<file path="src/rtl/ntt_layer_ctrl.sv">
// ntt_layer_ctrl: address/twiddle/write-back sequencer for an in-place 256-point Kyber NTT/INTT
module ntt_layer_ctrl #(
    parameter int RD_LAT = 1,
    parameter int BF_LAT = 4
) (
    input  logic       clk,
    input  logic       rst_n,
    input  logic       start,
    input  logic       inv,
    output logic       busy,
    output logic       done,
    output logic [2:0] layer,
    output logic       rd_en,
    output logic [7:0] rd_addr_a,
    output logic [7:0] rd_addr_b,
    output logic [6:0] tw_addr,
    output logic [1:0] bf_mode,
    output logic       wr_en,
    output logic [7:0] wr_addr_a,
    output logic [7:0] wr_addr_b
);
    localparam int D = RD_LAT + BF_LAT;
    localparam int DW = $clog2(D) > 0 ? $clog2(D) : 1;
    localparam logic [DW-1:0] DLAST = DW'(D - 1);
    typedef enum logic [1:0] {IDLE, ISSUE, DRAIN, FIN} state_t;
    state_t state, state_nx;
    logic inv_q;
    logic [6:0] cnt;
    logic [6:0] k;
    logic [DW-1:0] dcnt;
    logic [7:0] len, mask, addr_a;
    logic grp_end, drain_end;
    logic [16:0] sr [D];
    // butterfly index within the layer is split around the len bit to form j
    always_comb begin
        len = inv_q ? (8'd2 << layer) : (8'd128 >> layer);
        mask = len - 8'd1;
        addr_a = ((({1'b0, cnt}) & ~mask) << 1) | ({1'b0, cnt} & mask);
        grp_end = (({1'b0, cnt}) & mask) == mask;
        drain_end = dcnt == DLAST;
    end
    // state register
    always_ff @(posedge clk) begin
        if (rst_n) state <= IDLE;
        else state <= state_nx;
    end
    // next-state and handshake/read-side outputs
    always_comb begin
        state_nx = state;
        case (state)
            IDLE:  state_nx = start ? ISSUE : IDLE;
            ISSUE: state_nx = (cnt == 7'd127) ? DRAIN : ISSUE;
            DRAIN: state_nx = drain_end ? ((layer == 3'd6) ? FIN : ISSUE) : DRAIN;
            FIN:   state_nx = IDLE;
            default: state_nx = IDLE;
        endcase
        rd_en = state == ISSUE;
        busy = (state == ISSUE) || (state == DRAIN);
        done = state == FIN;
        rd_addr_a = rd_en ? addr_a : 8'd0;
        rd_addr_b = rd_en ? addr_a + len : 8'd0;
        tw_addr = k;
    end
    // layer, butterfly counter, twiddle index and drain counter
    always_ff @(posedge clk) begin
        if (rst_n) begin
            inv_q <= 1'b0;
            layer <= 3'd0;
            cnt <= 7'd0;
            k <= 7'd0;
            dcnt <= '0;
        end else begin
            if (state == IDLE && start) begin
                inv_q <= inv;
                layer <= 3'd0;
                cnt <= 7'd0;
                k <= inv ? 7'd127 : 7'd1;
            end
            if (state == ISSUE) begin
                cnt <= cnt + 7'd1;
                if (grp_end) k <= inv_q ? k - 7'd1 : k + 7'd1;
            end
            dcnt <= (state == DRAIN) ? dcnt + 1'b1 : '0;
            if (state == DRAIN && drain_end && layer != 3'd6) layer <= layer + 3'd1;
        end
    end
    // write-back delay line carrying {valid, addr_a, addr_b} through the read and butterfly latency
    always_ff @(posedge clk) begin
        if (rst_n) begin
            for (int i = 0; i < D; i++) sr[i] <= '0;
        end else begin
            sr[0] <= {rd_en, rd_addr_a, rd_addr_b};
            for (int i = 1; i < D; i++) sr[i] <= sr[i-1];
        end
    end
    assign wr_en = sr[D-1][16];
    assign wr_addr_a = sr[D-1][15:8];
    assign wr_addr_b = sr[D-1][7:0];
    assign bf_mode = sr[RD_LAT-1][16] ? {1'b0, inv_q} : 2'b11;
endmodule

</file>
<file path="config.mk">
export PLATFORM = sky130hd
export DESIGN_NAME = ntt_layer_ctrl
export DESIGN_NICKNAME = d
export VERILOG_FILES = /design/src/rtl/ntt_layer_ctrl.sv
export SDC_FILE = /design/constraint.sdc
export NUM_CORES = 1
export LEC_CHECK = 0
export ABC_AREA = 0
export CAP_MARGIN = 10
export CORE_MARGIN = 5
export CORE_UTILIZATION = 50
export DETAILED_ROUTE_END_ITERATION = 10
export GPL_ROUTABILITY_DRIVEN = 0
export PLACE_DENSITY = 0.83
export SETUP_SLACK_MARGIN = 0.1
export SLEW_MARGIN = 0
export SYNTH_ARGS = -nofsm -noshare
export SYNTH_HDL_FRONTEND = slang
export SYNTH_SLANG_ARGS = --single-unit
export TNS_END_PERCENT = 10
</file>
<file path="constraint.sdc">
create_clock -name clk -period 4.6 [get_ports clk]
set_input_delay 0.92 -clock clk [delete_from_list [all_inputs] [get_ports clk]]
set_output_delay 0.92 -clock clk [all_outputs]
set_load 0.1 [all_outputs]
</file>
======== After elaboration in Yosys (flattened, before gate mapping) ========
Memories as Yosys holds them, arrays and structs flattened.
Index checks and enable logic that the tools add are counted.
storage, ports and cells
  register bits ........................... 23
  memory bits (writable) .................. 85
  output and inout bits ................... 48
  memories ................................ 1
operators by class
  add/sub/neg operators ................... 7
  equality and inequality tests ........... 8
  shift operators ......................... 2
  mux-type cells .......................... 26
  bitwise gates (word level) .............. 10
  reduce and logical (&&, ||, !) cells .... 8
memory list
  memory  words  width  rd ports  clocked after memory_dff  wr ports  RTL line  RTL
  sr      5      17     5         0                         5         33        logic [16:0] sr [D];
operators by type and width
  kind                 number
  $mux 17              5
  $mux 7               7
  $mux 8               3
  $add 7x1->7 const B  2
  $add 8x8->8          1
  $and 7x8->8          1
  $eq 8x8->1           1
  $mux 2               4
  $or 8x8->8           1
  $pmux 2 s4           1
  $shl 2x3->8 const A  1
  $shr 8x3->8 const A  1
  $sub 8x1->8 const B  1
  $and 7x7->7          1
  $eq 7x7->1 const B   1
  $not 7->7            1
  $sub 7x1->7 const B  1
  $add 3x1->3 const B  2
  $eq 3x3->1 const B   2
  $mux 3               2
  $or 1x1->1           5
  $eq 2x2->1 const B   2
  $mux 1               4
  $reduce_bool 2->1    2
  7 further kinds      9

======== Logic depth before layout (Yosys ltp) ========
  depth in word-level cells ............... 9
  gate-level depth with buffers ........... 17
  depth with buffers taken out ............ 16

======== Worst setup path after synthesis ========
No wires, ideal clock.
  path kind ............................... register to output
  start ................................... register layer[0]
  end ..................................... output rd_addr_b[6]
  arrival ................................. 5.570 ns
  path slack .............................. -1.890 ns
  stages on the path, launching flop included .. 16
  path through ............................ dfxtp_1 -> inv_1 -> ha_1 -> buf_2 -> nor2b_1 -> nand2_1 -> o21a_1 -> ha_1 -> xor2_1 -> a2bb2o_1 -> ha_1 -> o21ai_0 -> a21boi_0 -> o21ai_0 -> a21boi_0 -> nor3_1
between the ends
  longest elaborated chain between the ends .. 8
RTL lines
  element                                     RTL line  RTL
  start: declaration                          12        output logic [2:0] layer,
  start signal: assignment                    84        if (state == DRAIN && drain_end && layer != 3'd6) layer <= layer + 3'd1;
  $shr 8x3->8 or $shl 2x3->8 (tied branches)  36        len = inv_q ? (8'd2 << layer) : (8'd128 >> layer);
  $mux 8 *                                    36
  $sub 8x1->8                                 37        mask = len - 8'd1;
  $not 7->7                                   38        addr_a = ((({1'b0, cnt}) & ~mask) << 1) | ({1'b0, cnt} & mask);
  $and 7x7->7                                 38
  $or 8x8->8                                  38
  $add 8x8->8 *                               61        rd_addr_b = rd_en ? addr_a + len : 8'd0;
  $mux 8 *                                    61
  end: declaration                            15        output logic [7:0] rd_addr_b,
Every way passes the cells marked *; elsewhere a longest branch is shown, timed or not.

======== Final worst setup path ========
  start ................................... register inv_q
  end ..................................... output rd_addr_b[7]
between the ends
  longest elaborated chain between the ends .. 7
RTL lines
  element                   RTL line  RTL
  start: declaration        27        logic inv_q;
  start signal: assignment  74        inv_q <= inv;
  $mux 8 *                  36
  $sub 8x1->8               37
  $not 7->7                 38
  $and 7x7->7               38
  $or 8x8->8                38
  $add 8x8->8 *             61
  $mux 8 *                  61
Marked as above.

==> metrics.cfg <==
[worst_hold_path]
hold_path.class=flip-flop to flip-flop

[sta]
clock.fmax_mhz=224.0
setup_viol=0
fin_crit_ps=4464
max_slew_margin_pct=34.24
finClkSkew_ps=8.466
whs_ps=436.8
rsz0062_at_grt=yes
finalCritPeriodShare_pct=97.04
finalMaxSlewViolations=0
hold_violations=0
tightest_slew_ps=983.3

[floorplan]
fp.dieW_microns=106.7
ios=52
die_height_microns=106.7
die-area_sq_mm=0.01139
initial_core_util_pct=50.87
num_rows=35
coreArea_sq_mm=0.009196

[clock_network]
root_buffer=clkbuf_8
cts_tree=built
clock_latency_ps=370
clk_pin_slew_ps=110
cts_hold_buf=0
cts_buffer_depth=2
cts_buffers=9
h-tree-depth=3
clock_sink_count=108

[run]
maxCapViolations=0

[layout]
fin_area_sq_mm=0.005687
final_nets=570
fillers=724
antennaDiodeCount=0
syn_to_final_growth_pct=21.56
drive_gt1_share_pct=16.76

[pwr]
pwr-share-clk_pct=33.4
switchingPower_uw=518.1
pwr-share-comb_pct=12.0
vdd_drop_max_mv=0.2023
power.leakage_nw=2.346
p_int_mw=1.227
pwr-share-seq_pct=54.6
power_density_mw_per_mm2=306.9
switching_share_pct=29.68

[place]
port_buffers=51
hpwlAfterDp_microns=6549
place_area_sq_mm=0.005219

[critical_path]
crit_family=multiplexers
crit_chain=buf_4 -> mux2i_2 -> or3_4 -> xnor2_1 -> a22oi_2 -> inv_1 -> ha_1 -> nand2_1 -> o21ai_2 -> or2_4 -> mux2i_4 -> buf_12
critical_path_class=flip-flop to primary output
crit_fanout=15
cp_slowest_cell=dfxtp_1
required_ps=3680
cp-start-kind=flip-flop
cpPeakStageDelay_ps=590
crit_path_end_kind=primary output
crit_buf_inv=3
cp.arrival_ps=3540

[yosys]
ys_top_cells_by_area=dfxtp_1 46%, nor2b_1 9.8%, ha_1 7.0%, buf_4 2.7%, nor2_1 2.7%
ys_seq_area_share_pct=46.22
synth_mux_area_share_pct=1.605
async_reset_ff_share_pct=0
synth_area_per_cell_sq_um=9.394
synthesis.nets=530
ys_ff_latch=108
synth_compound_area_share_pct=11.85
synth_area_sq_mm=0.004678
yosys-top-cells-count=108 x dfxtp_1, 73 x nor2b_1, 34 x nor2_1
synth_xor_area_share_pct=2.407
synth_top_area_share_pct=46.22
synth_edf_count=0
synth_area_leader_cell=dfxtp_1
synth_top_family_by_area=simple AND/OR/NAND/NOR gates
synth_cell_type_count=59
syn_inst=498
yosysMostFrequentCell=dfxtp_1
ys.flop_type=dfxtp_1
yosysWarnings=0
synth-adder-area-share_pct=7.810
synth-simple-area-share_pct=22.71

[global_route]
use_met2_pct=29.72
antenna_found_initial=0
top_usage_layer=met2
grt_pass1_wl_microns=15570
grt_util_met3_pct=3.793
grt_max_degree=51
grt_pass1_vias=3367
grt_use_total_pct=16.96
grt_overflow=0
grt_use_met1_pct=19.76

[route]
firstDrtPassIters=6
drtAntennaViolNets=0
drtIter0Drc=221
avgViaCountPerCell=5.497
route.detailed.drc=0
num_vias=3595
routedWlPerCell_microns=15.14
drt-total-wl_microns=9900

[run_status]
status=finished, final reports clean

## cells by family after synthesis
kind of cell	count (synthesis)
AND/OR/NAND/NOR	191
flip-flops	108
AO/OA/AOI/OAI	82
buffers and inverters	69
adder cells (fa/ha/maj)	28
XOR/XNOR	12
multiplexers	7
other	1
## power by group through the flow
stage	Clock [mW]	Sequential, mW	Combinational, mW
after detailed placement	0	0.975	0.199
after CTS	0.591	0.954	0.201
after global routing	0.639	0.955	0.222
final	0.583	0.953	0.210
after global placement	0	0.974	0.196
after floorplan	0	1.00	0.126
## per-layer routing
| layer | vias to the layer above | share of wire, % |
|---|---|---|
| met4 | 0 | 4.2 |
| met5 | - | 0 |
| met3 | 46 | 6.7 |
| li1 | 1722 | - |
| met2 | 166 | 49 |
| met1 | 1661 | 40 |
## state kept, by name, summed over array words and instances, names as in the netlist
name,flops
dcnt,3
layer,3
sr,85
inv_q,1
state,2
tw_addr,7
cnt,7
## repair_timing
action	in CTS	in global routing
setup endpoints to repair	4	4
hold endpoints to repair	0	0
buffers inserted	9	4
gates resized for setup	10	22
pin swaps	6	6
## per-stage QoR
stage / util (%) / setup TNS (ps) / worst slack, ps / power (mW) / std cells
final: 61.84 / 0 / 136.1 / 1.746 / 654
after global routing: 61.84 / 0 / 41.50 / 1.816 / 654
after CTS: 60.48 / 0 / 90.93 / 1.746 / 650
after detailed placement: 56.75 / 0 / 50.02 / 1.174 / 625
after global placement: 56.75 / 0 / 269.5 / 1.170 / 625
after floorplan: - / -24.60 / -14.51 / 1.127 / 498
## final timing paths
check                               endpoint  cells after the start  startpoint  slack, ps
worst max register to register    tw_addr[1]                     11    layer[1]       1550
worst max-delay path            rd_addr_b[7]                     12       inv_q        140
worst min register to register     sr[0][46]                      1   sr[0][29]        440
worst min-delay path               sr[0][46]                      1   sr[0][29]        440
## cells in the final DEF, fill, tap and decap left out, drive strengths merged, types with 3 or more instances in the layout
cell type,count
a21boi,3
a21o,5
a21oi,20
a31oi,7
and2,13
and3,10
buf,34
clkbuf,9
clkdlybuf4s50,34
clkinv,5
dfxtp,108
ha,26
inv,32
mux2i,6
nand2,21
nand2b,5
nand3,6
nand4,6
nor2,34
nor2b,74
nor3,10
nor3b,3
o211ai,3
o21ai,19
o21bai,3
o31ai,5
or3,3
xnor2,7
xor2,5
## worst register-to-register path: stages, from the launching register on
cell,delay [ps]
dfxtp_4,400
inv_2,60
ha_4,170
nor2b_4,130
nand2_2,80
o21a_1,210
ha_4,190
o221ai_4,140
o31a_1,350
o21ai_1,450
and3_1,450
mux2_4,330
## area by class of cell
class / count / area, sq um / share of cell area [%]
Sequential cell: 108 / 2173 / 38.22
Clock inverter: 7 / 93.84 / 1.650
Multi-Input combinational cell: 321 / 2374 / 41.74
Inverter: 30 / 115.1 / 2.024
Tap cell: 111 / 138.9 / 2.442
Clock buffer: 9 / 123.9 / 2.178
Timing Repair Buffer: 68 / 668.1 / 11.75
No activity file was read; power rests on OpenSTA's default activity.
